--- config.mk ---
export PLATFORM = sky130hd
export DESIGN_NAME = uart_tx_flat
export DESIGN_NICKNAME = d
export VERILOG_FILES = /design/src/rtl/uart_tx_pkg.sv /design/src/rtl/uart_tx_if.sv /design/src/rtl/uart_tx_fifo.sv /design/src/rtl/uart_tx.sv /design/src/flat_wrapper.sv
export SDC_FILE = /design/constraint.sdc
export NUM_CORES = 1
export LEC_CHECK = 0
export ABC_AREA = 0
export CORE_MARGIN = 5
export CORE_UTILIZATION = 45
export DETAILED_ROUTE_END_ITERATION = 8
export DONT_BUFFER_PORTS = 1
export HOLD_SLACK_MARGIN = 0.06
export PLACE_DENSITY = 0.71
export SYNTH_ARGS = -nofsm -noshare
export SYNTH_HDL_FRONTEND = slang
export SYNTH_HIERARCHICAL = 1
export SYNTH_SLANG_ARGS = --single-unit
--- constraint.sdc ---
create_clock -name i_clk -period 3.1 [get_ports i_clk]
set_input_delay 0.93 -clock i_clk [delete_from_list [all_inputs] [get_ports i_clk]]
set_output_delay 0.93 -clock i_clk [all_outputs]
set_load 0.02 [all_outputs]
--- src/rtl/uart_tx_pkg.sv ---
// Shared UART definitions: FSM state encoding and bit-timing derivation, so the
// transmitter and receiver on the same link agree on the bit period.
package uart_tx_pkg;

  typedef enum logic [1:0] {
    StIdle  = 2'd0,
    StStart = 2'd1,
    StData  = 2'd2,
    StStop  = 2'd3
  } uart_state_e;

  localparam int unsigned UartDataBits = 8;

  // Clocks per line bit; truncated, with no oversampling.
  function automatic int unsigned clk_per_bit(input int unsigned clk_hz,
                                              input int unsigned bit_rate);
    return clk_hz / bit_rate;
  endfunction

  // Counter width for a 0..n-1 counter; never below one bit.
  function automatic int unsigned cnt_width(input int unsigned n);
    return (n > 2) ? $clog2(n) : 1;
  endfunction

endpackage

--- src/rtl/uart_tx_if.sv ---
// Byte-input handshake of the UART transmitter: the source drives data/valid, the
// transmitter answers with ready.
interface uart_tx_if;
  logic [7:0] data;
  logic       valid;
  logic       ready;

  modport master (
    output data,
    output valid,
    input  ready
  );

  modport slave (
    input  data,
    input  valid,
    output ready
  );
endinterface

--- src/rtl/uart_tx_fifo.sv ---
// Synchronous FIFO buffering bytes ahead of the serialiser; push is dropped when
// full and pop is dropped when empty. Asynchronous active-low reset empties it.
module uart_tx_fifo #(
  parameter int unsigned DEPTH = 4,
  parameter int unsigned WIDTH = 8
) (
  input  logic                   i_clk,
  input  logic                   i_rst_n,
  input  logic                   i_push,
  input  logic [WIDTH-1:0]       i_data,
  input  logic                   i_pop,
  output logic [WIDTH-1:0]       o_data,
  output logic                   o_full,
  output logic                   o_empty,
  output logic [$clog2(DEPTH):0] o_count
);

  localparam int unsigned PtrW = $clog2(DEPTH);
  localparam int unsigned CntW = $clog2(DEPTH) + 1;

  if ((DEPTH < 2) || ((DEPTH & (DEPTH - 1)) != 0)) begin : g_depth_chk
    $error("uart_tx_fifo: DEPTH must be a power of two and at least 2");
  end

  logic [WIDTH-1:0] r_mem [DEPTH];
  logic [PtrW-1:0]  r_wr_ptr;
  logic [PtrW-1:0]  r_rd_ptr;
  logic [CntW-1:0]  r_count;
  logic [CntW-1:0]  w_count_d;
  logic             w_full;
  logic             w_empty;
  logic             w_do_push;
  logic             w_do_pop;

  assign w_full    = (r_count == CntW'(DEPTH));
  assign w_empty   = (r_count == '0);
  // Full is judged before any same-edge pop, so a pop never frees room for a push.
  assign w_do_push = i_push && !w_full;
  assign w_do_pop  = i_pop && !w_empty;

  always_comb begin
    w_count_d = r_count;
    if (w_do_push && !w_do_pop) begin
      w_count_d = r_count + 1'b1;
    end else if (w_do_pop && !w_do_push) begin
      w_count_d = r_count - 1'b1;
    end
  end

  always_ff @(posedge i_clk or negedge i_rst_n) begin
    if (!i_rst_n) begin
      r_wr_ptr <= '0;
      r_rd_ptr <= '0;
      r_count  <= '0;
    end else begin
      if (w_do_push) begin
        r_wr_ptr <= r_wr_ptr + 1'b1;
      end
      if (w_do_pop) begin
        r_rd_ptr <= r_rd_ptr + 1'b1;
      end
      r_count <= w_count_d;
    end
  end

  always_ff @(posedge i_clk) begin
    if (w_do_push) begin
      r_mem[r_wr_ptr] <= i_data;
    end
  end

  assign o_data  = r_mem[r_rd_ptr];
  assign o_full  = w_full;
  assign o_empty = w_empty;
  assign o_count = r_count;

endmodule

--- src/rtl/uart_tx.sv ---
// 8N1 UART transmitter: FIFO-buffered byte input, serialised as start, D0..D7 LSB
// first, stop. TX is registered and only changes at bit boundaries.
module uart_tx
  import uart_tx_pkg::*;
#(
  parameter int unsigned BIT_RATE   = 9600,
  parameter int unsigned CLK_HZ     = 12_000_000,
  parameter int unsigned FIFO_DEPTH = 4
) (
  input  logic       i_clk,
  input  logic       i_rst_n,
  uart_tx_if.slave   s_if,
  output logic       o_tx,
  output logic       o_busy
);

  localparam int unsigned ClkPerBit = clk_per_bit(CLK_HZ, BIT_RATE);
  localparam int unsigned CntW      = cnt_width(ClkPerBit);
  localparam logic [CntW-1:0] CntMax = CntW'(ClkPerBit - 1);
  localparam int unsigned FCntW     = $clog2(FIFO_DEPTH) + 1;

  if (ClkPerBit < 2) begin : g_cpb_chk
    $error("uart_tx: CLK_HZ/BIT_RATE must be at least 2");
  end

  uart_state_e                  r_state;
  uart_state_e                  w_state_d;
  logic [CntW-1:0]              r_clk_cnt;
  logic [CntW-1:0]              w_clk_cnt_d;
  logic [2:0]                   r_bit_idx;
  logic [2:0]                   w_bit_idx_d;
  logic [UartDataBits-1:0]      r_shift;
  logic [UartDataBits-1:0]      w_shift_d;
  logic                         r_tx;
  logic                         w_tx_d;

  logic                         w_fifo_full;
  logic                         w_fifo_empty;
  logic [UartDataBits-1:0]      w_fifo_data;
  logic [FCntW-1:0]             w_fifo_count;
  logic                         w_push_fire;
  logic                         w_fifo_push;
  logic                         w_pop;
  logic                         w_cnt_done;
  logic                         w_bypass;

  assign s_if.ready  = !w_fifo_full;
  assign w_push_fire = s_if.valid && !w_fifo_full;
  assign w_cnt_done  = (r_clk_cnt == CntMax);

  // A byte arriving on the very edge the stop bit ends, with nothing queued, goes
  // straight into the shifter so back-to-back frames keep a zero idle gap.
  assign w_bypass    = (r_state == StStop) && w_cnt_done && w_fifo_empty && w_push_fire;
  assign w_fifo_push = w_push_fire && !w_bypass;

  uart_tx_fifo #(
    .DEPTH (FIFO_DEPTH),
    .WIDTH (UartDataBits)
  ) u_fifo (
    .i_clk   (i_clk),
    .i_rst_n (i_rst_n),
    .i_push  (w_fifo_push),
    .i_data  (s_if.data),
    .i_pop   (w_pop),
    .o_data  (w_fifo_data),
    .o_full  (w_fifo_full),
    .o_empty (w_fifo_empty),
    .o_count (w_fifo_count)
  );

  always_comb begin
    w_state_d   = r_state;
    w_clk_cnt_d = r_clk_cnt;
    w_bit_idx_d = r_bit_idx;
    w_shift_d   = r_shift;
    w_pop       = 1'b0;

    unique case (r_state)
      StIdle: begin
        if (!w_fifo_empty) begin
          w_pop       = 1'b1;
          w_shift_d   = w_fifo_data;
          w_clk_cnt_d = '0;
          w_state_d   = StStart;
        end
      end
      StStart: begin
        if (w_cnt_done) begin
          w_clk_cnt_d = '0;
          w_bit_idx_d = '0;
          w_state_d   = StData;
        end else begin
          w_clk_cnt_d = r_clk_cnt + 1'b1;
        end
      end
      StData: begin
        if (w_cnt_done) begin
          w_clk_cnt_d = '0;
          if (r_bit_idx == 3'd7) begin
            w_state_d = StStop;
          end else begin
            w_shift_d   = {1'b0, r_shift[UartDataBits-1:1]};
            w_bit_idx_d = r_bit_idx + 1'b1;
          end
        end else begin
          w_clk_cnt_d = r_clk_cnt + 1'b1;
        end
      end
      StStop: begin
        if (w_cnt_done) begin
          w_clk_cnt_d = '0;
          if (!w_fifo_empty) begin
            w_pop     = 1'b1;
            w_shift_d = w_fifo_data;
            w_state_d = StStart;
          end else if (w_bypass) begin
            w_shift_d = s_if.data;
            w_state_d = StStart;
          end else begin
            w_state_d = StIdle;
          end
        end else begin
          w_clk_cnt_d = r_clk_cnt + 1'b1;
        end
      end
      default: begin
        w_clk_cnt_d = '0;
        w_state_d   = StIdle;
      end
    endcase

    // TX follows the next state, so it moves on the same edge as the state change.
    unique case (w_state_d)
      StIdle:  w_tx_d = 1'b1;
      StStart: w_tx_d = 1'b0;
      StData:  w_tx_d = w_shift_d[0];
      StStop:  w_tx_d = 1'b1;
      default: w_tx_d = 1'b1;
    endcase
  end

  always_ff @(posedge i_clk or negedge i_rst_n) begin
    if (!i_rst_n) begin
      r_state   <= StIdle;
      r_clk_cnt <= '0;
      r_bit_idx <= '0;
      r_shift   <= '0;
      r_tx      <= 1'b1;
    end else begin
      r_state   <= w_state_d;
      r_clk_cnt <= w_clk_cnt_d;
      r_bit_idx <= w_bit_idx_d;
      r_shift   <= w_shift_d;
      r_tx      <= w_tx_d;
    end
  end

  assign o_tx   = r_tx;
  assign o_busy = (r_state != StIdle) || (w_fifo_count != '0);

endmodule
--- src/flat_wrapper.sv ---
// flat-port wrapper written by rule: the top's interface ports become plain ports
module uart_tx_flat import uart_tx_pkg::*;
#(
  parameter int unsigned BIT_RATE   = 9600,
  parameter int unsigned CLK_HZ     = 12_000_000,
  parameter int unsigned FIFO_DEPTH = 4
)
  (i_clk, i_rst_n, o_tx, o_busy, s_if_data, s_if_valid, s_if_ready);
  uart_tx_if s_if_i ();
  input  logic i_clk;
  input  logic i_rst_n;
  output logic o_tx;
  output logic o_busy;
  input wire logic [$bits(s_if_i.data)-1:0] s_if_data;
  input wire logic [$bits(s_if_i.valid)-1:0] s_if_valid;
  output wire logic [$bits(s_if_i.ready)-1:0] s_if_ready;
  assign s_if_i.data = s_if_data;
  assign s_if_i.valid = s_if_valid;
  assign s_if_ready = s_if_i.ready;
  uart_tx #(.BIT_RATE(BIT_RATE), .CLK_HZ(CLK_HZ), .FIFO_DEPTH(FIFO_DEPTH)) u_core (.i_clk(i_clk), .i_rst_n(i_rst_n), .s_if(s_if_i), .o_tx(o_tx), .o_busy(o_busy));
endmodule
==> flow_summary.json <==
{
  "status": "complete, no violations",
  "syn_avg_cell_area_um2": 12.8,
  "synth_area_leaders": "edfxtp_1 (29%), dfrtp_1 (24%), ha_1 (5.7%)",
  "wl_mm": 6.32,
  "hold_violations": 0,
  "cts_setup_buffers": 0,
  "power_density_nw_per_um2": 582,
  "synth_nets": 283,
  "relSlewSlack_pct": 44.3,
  "p_leak_nw": 1.35,
  "die_area_um2": 9100,
  "rows": 31,
  "async_flop_share_pct": 50.0,
  "max_freq_mhz": 345,
  "clkTransAtPathRegs_ns": 0.07,
  "portBuffers": 0,
  "endpoint_kind": "primary output",
  "vias_per_cell": 5.68,
  "rsz0062_at_grt": "no",
  "final_cell_area_um2": 3580,
  "synthFlopType": "edfxtp_1",
  "synth-edff-count": 32,
  "cts_sinks": 64,
  "crit_fanout": 13,
  "drv_cap": 0,
  "grt_max_degree": 33,
  "critical_path_required_ns": 2.17,
  "cts_tree": "yes",
  "critical_path_class": "flop to primary output",
  "p_comb_share_pct": 14.3,
  "placed_area_um2": 3380,
  "r2r_start": "u_core/r_clk_cnt[0]$_DFFE_PN0N_",
  "routedWlPerCell_um": 17.4,
  "finalNetCount": 286,
  "seq_area_um2": 1760,
  "initial_core_util_pct": 45.8,
  "multi_input_area_um2": 1420,
  "antenna-diode-count": 0,
  "grt_pass1_vias": 2160,
  "placedCellCount": 347,
  "syn-cell-area_um2": 3280,
  "fin_crit_ns": 2.89,
  "yosys_register_bits": 64,
  "grt_usage_pct": 15.6,
  "setup_ws_ns": 0.205,
  "yosysMostFrequentCell": "edfxtp_1",
  "swShare_pct": 26.7,
  "clk-insertion-delay-late_ns": 0.34,
  "drtIter0Drc": 139,
  "finClkSkew_ns": 0.00828,
  "firstDrtPassIters": 4,
  "synth.distinct_cells": 57,
  "ys_warn_count": 6,
  "grt_antenna_before_repair": 0,
  "cts.repair.resized": 0,
  "fin_crit_sh_pct": 93.4,
  "critPathLaunchType": "flop",
  "drc": 0,
  "die_h_um": 95.4,
  "synth_cells": 256,
  "pre_cts_slack_ns": 0.218,
  "hold_class": "primary input to async pin",
  "pin_count": 14,
  "crit_start": "u_core/r_state[1]$_DFF_PN0_",
  "cp_data_arrival_time_ns": 1.96,
  "area_growth_pct": 9.11,
  "tightest_slew_ns": 0.832,
  "slew_violations": 0,
  "cts_root_buf": "clkbuf_8",
  "clkPwrFrac_pct": 33.7,
  "irDropWorstVdd_uv": 383,
  "final_cells": 363,
  "core_area_um2": 7180,
  "final.setup.tns_ns": 0,
  "antenna_left": 0,
  "hold-worst-slack_ns": 0.281,
  "fp.dieW_um": 95.4,
  "synth_seq_area_share_pct": 53.7,
  "cts_buffers": 9,
  "grt_overflow_total": 0,
  "vias": 2063,
  "synth_commonest_cells": "edfxtp_1 (32), dfrtp_1 (31), o21ai_0 (18), nand2_1 (16), ha_1 (15)",
  "synth_top_area_share_pct": 29.3,
  "grt_pass1_wl_mm": 10.6,
  "drive_gt1_share_pct": 18.9,
  "dp_hpwl_mm": 4.29,
  "htree_levels": 3,
  "synth_top_cell_by_area": "edfxtp_1",
  "setup-violations-final": 0,
  "p_int_mw": 1.53,
  "place_congestion": 0.822,
  "clock_path_buffers": 2,
  "p_sw_mw": 0.556,
  "p_seq_share_pct": 52.0,
  "nFillCells": 628,
  "cts_hold_buf": 0
}
-- final cells by class --
type | instances | area share, %
clock buffer | 10 | 3.56
inverter | 13 | 1.36
tap | 99 | 3.46
multi-input combinational | 167 | 39.6
sequential | 64 | 49.2
clock inverter | 6 | 1.96
timing repair buffer | 4 | 0.838
-- power by group through the flow --
stage | clock (mW) | combinational [mW] | sequential [mW]
floorplan | 0 | 0.250 | 1.08
global placement | 0 | 0.287 | 1.10
detailed placement | 0 | 0.301 | 1.10
CTS | 0.719 | 0.303 | 1.09
global route | 0.756 | 0.334 | 1.10
finish | 0.702 | 0.297 | 1.08
-- logic make-up (layout without fill, tap and decap cells) --
logic type,Yosys count,count (layout),synth area share [%]
xor+xnor,6,6,1.60
simple gates,69,69,13.2
buf+inv,25,33,3.16
fa+ha+maj,16,16,6.33
mux,19,19,9.30
flops,64,64,53.7
compound gates,57,57,12.7
-- placed cells by master (no fill, tap or decap), types with 5 or more instances in the layout --
cell type / instances
dfrtp_1: 31
mux2_2: 7
inv_1: 13
a221o_1: 5
nand2_1: 16
ha_1: 14
o31ai_1: 7
nor3_1: 6
and2_1: 11
clkbuf_8: 9
mux4_2: 8
o21ai_0: 18
nor2_1: 5
edfxtp_1: 32
nand2b_1: 5
-- state kept, by name, summed over array words and instances (netlist names) --
| register | cells |
|---|---|
| u_core/o_tx | 1 |
| u_core/r_bit_idx | 3 |
| u_core/r_clk_cnt | 11 |
| u_core/r_shift | 8 |
| u_core/r_state | 2 |
| u_core/u_fifo/o_count | 3 |
| u_core/u_fifo/r_mem | 32 |
| u_core/u_fifo/r_rd_ptr | 2 |
| u_core/u_fifo/r_wr_ptr | 2 |
-- per-layer routing --
metal	vias up	track usage, %	share of wire (%)
met5	-	0	0
li1	982	-	-
met3	11	3.71	4.2
met2	31	23.4	45
met4	0	7.23	2.0
met1	1039	21.5	49
-- per-stage QoR --
| step | util (%) | total power [mW] |
|---|---|---|
| after global routing | 49.9 | 2.19 |
| final | 49.9 | 2.08 |
| after CTS | 49.9 | 2.11 |
| after detailed placement | 47.1 | 1.41 |
| after global placement | 47.1 | 1.38 |
| after floorplan | - | 1.33 |
-- worst paths after layout --
check	slack, ns	endpoint	depth (start not counted)
min in group i_clk	0.50	u_core/r_clk_cnt[10]$_DFFE_PN0N_	1
max in group asynchronous	2.64	u_core/o_tx$_DFF_PN1_	0
setup reg to reg	0.38	u_core/u_fifo/o_count[2]$_DFFE_PN0P_	11
setup / recovery	0.21	o_busy	3
hold / removal	0.28	u_core/r_clk_cnt[1]$_DFFE_PN0N_	0
hold reg to reg	0.50	u_core/r_clk_cnt[10]$_DFFE_PN0N_	1
-- worst max-delay path: stages (launching register included) --
cell and delay [ns]:
dfrtp_1 0.43, inv_1 0.14, ha_2 0.34, or4b_2 0.72
(Power assumes the default switching activity.)
==> patch (config.mk and constraints unchanged) <==
`CLK_HZ` is set to 12_000_000 in 2 places; all go to 6_000_000.
--- a/src/rtl/uart_tx.sv
+++ b/src/rtl/uart_tx.sv
@@ -4,7 +4,7 @@
   import uart_tx_pkg::*;
 #(
   parameter int unsigned BIT_RATE   = 9600,
-  parameter int unsigned CLK_HZ     = 12_000_000,
+  parameter int unsigned CLK_HZ     = 6_000_000,
   parameter int unsigned FIFO_DEPTH = 4
 ) (
   input  logic       i_clk,
--- a/src/flat_wrapper.sv
+++ b/src/flat_wrapper.sv
@@ -2,7 +2,7 @@
 module uart_tx_flat import uart_tx_pkg::*;
 #(
   parameter int unsigned BIT_RATE   = 9600,
-  parameter int unsigned CLK_HZ     = 12_000_000,
+  parameter int unsigned CLK_HZ     = 6_000_000,
   parameter int unsigned FIFO_DEPTH = 4
 )
   (i_clk, i_rst_n, o_tx, o_busy, s_if_data, s_if_valid, s_if_ready);
Check against the original RTL: no difference found for any inputs over 10 cycles, from zero or initial values and one cycle with i_rst_n low; that may be too few to reach the edited logic, so the function may still have changed.
==> patch against the original RTL <==
- synthesized area is 3.5% lower
- total power shrank 5.7%
- setup slack got worse by 100 ps
- first-iteration DRC count increased by 32%
- sequential cell count down 1
- final cell count rose by 0.83%
- wire length shrank 5.9%
- final area shrank 4.1%
- largest cell class unchanged
- largest power group unchanged
==> patch: results (changes against the original RTL) <==
- The HPWL after detailed placement came to 4.13 mm (-3.6%).
- The placer congestion estimate was 0.794 (-3.3%).
* Avg Synthesized Cell Area: 12.2 um^2 (-5.0%)
* Arithmetic-cell share of the synthesized area counting full adders, half adders and majority gates: 6.95% (+0.62 points)
- Area after detailed placement: 0.00327 mm^2 (-3.3%)
- The share of async-settable or async-resettable flops after synthesis came to 49.2% (-0.79 points).
- Setup crit start: u_core/r_state[0]
* Post-detailed-route wirelength per cell: 16.2 um (-6.7%)
- The filler-free cell count of the finished design came to 366 (+0.83%).
- DR WL met2: 2.80 mm (-0.96%)
* Routed wire length on met3: 360 um (+35%)
* Synth top area cells: sky130_fd_sc_hd__edfxtp_1 (30%), sky130_fd_sc_hd__dfrtp_1 (24%), sky130_fd_sc_hd__ha_1 (6.3%)
- Worst VDD drop: 424 uV (+10%)
* Worst-case hold slack: 277 ps (-3.88 ps)
- The final setup skew came to 8.67 ps (+0.389 ps).
- Largest regs: u_core/u_fifo/r_mem x32, u_core/r_clk_cnt x10, u_core/r_shift x8
- The slowest stage of the critical path belongs to the cell sky130_fd_sc_hd__or4_1.
- Post-synthesis mux area share: 9.00% (-0.29 points)
- Outcome: finished, final reports clean
* Xor/xnor share of the synthesized area: 2.21% (+0.61 points)
* Highest cell delay on the worst timing path: 670 ps (-50 ps)
- The overall fraction of global-route tracks in use is 15.2% (-0.41 points).
- Fill count: 635 (+1.1%)
* Post-route standard cell area excluding fillers: 0.00343 mm^2 (-4.1%)
* Detailed-route wire length on metal 1: 2.68 mm (-13%)
- The data arrival time at the worst-slack endpoint came to 2070 ps (+110 ps).
- Net Switching: 0.000531 W (-4.5%)
- The cell depth of the worst flop-to-flop path was 10 (-1).
- Number of placed instances with taps included: 350 (+0.86%)
- The compound-cell area share of the yosys netlist was 11.4% (-1.3 points).
* Most common library cells after synthesis: sky130_fd_sc_hd__edfxtp_1 (32), sky130_fd_sc_hd__nand2_1 (32), sky130_fd_sc_hd__dfrtp_1 (30)
- The register-to-register setup slack is 320 ps (-60 ps).
- The layout cell share with drive strength beyond 1 came to 14.8% (-4.1 points).
* Via count of the first global-routing pass: 2065 (-4.4%)
* Slew of the pin with the lowest slew margin: 569 ps (-263 ps)
- Number of distinct library cells after synthesis: 47 (-18%)
* Cell leakage power: 1.32 nW (-1.8%)
- The pin count of the biggest net entering global routing is 32 (-3.0%).
-- patch: power by group through the flow --
stage / clock network, W / logic [W] / registers, W
final: 0.000596 / 0.000299 / 0.00107
after global routing: 0.000653 / 0.000340 / 0.00108
after CTS: 0.000607 / 0.000304 / 0.00107
after detailed placement: 0 / 0.000302 / 0.00109
after global placement: 0 / 0.000289 / 0.00108
after floorplan: 0 / 0.000249 / 0.00107
-- patch: cell type report --
cell class | instances | area share, %
tap | 96 | 3.50
multi-input combinational | 170 | 38.1
clock buffer | 10 | 3.72
timing repair buffer | 6 | 1.31
inverter | 15 | 1.64
sequential | 63 | 50.6
clock inverter | 6 | 1.09
-- patch: per-layer routing --
| layer | vias up | GRT usage, % |
|---|---|---|
| met5 | - | 0 |
| met4 | 0 | 7.22 |
| met3 | 9 | 4.01 |
| met2 | 41 | 22.9 |
| met1 | 1021 | 20.4 |
| li1 | 957 | - |
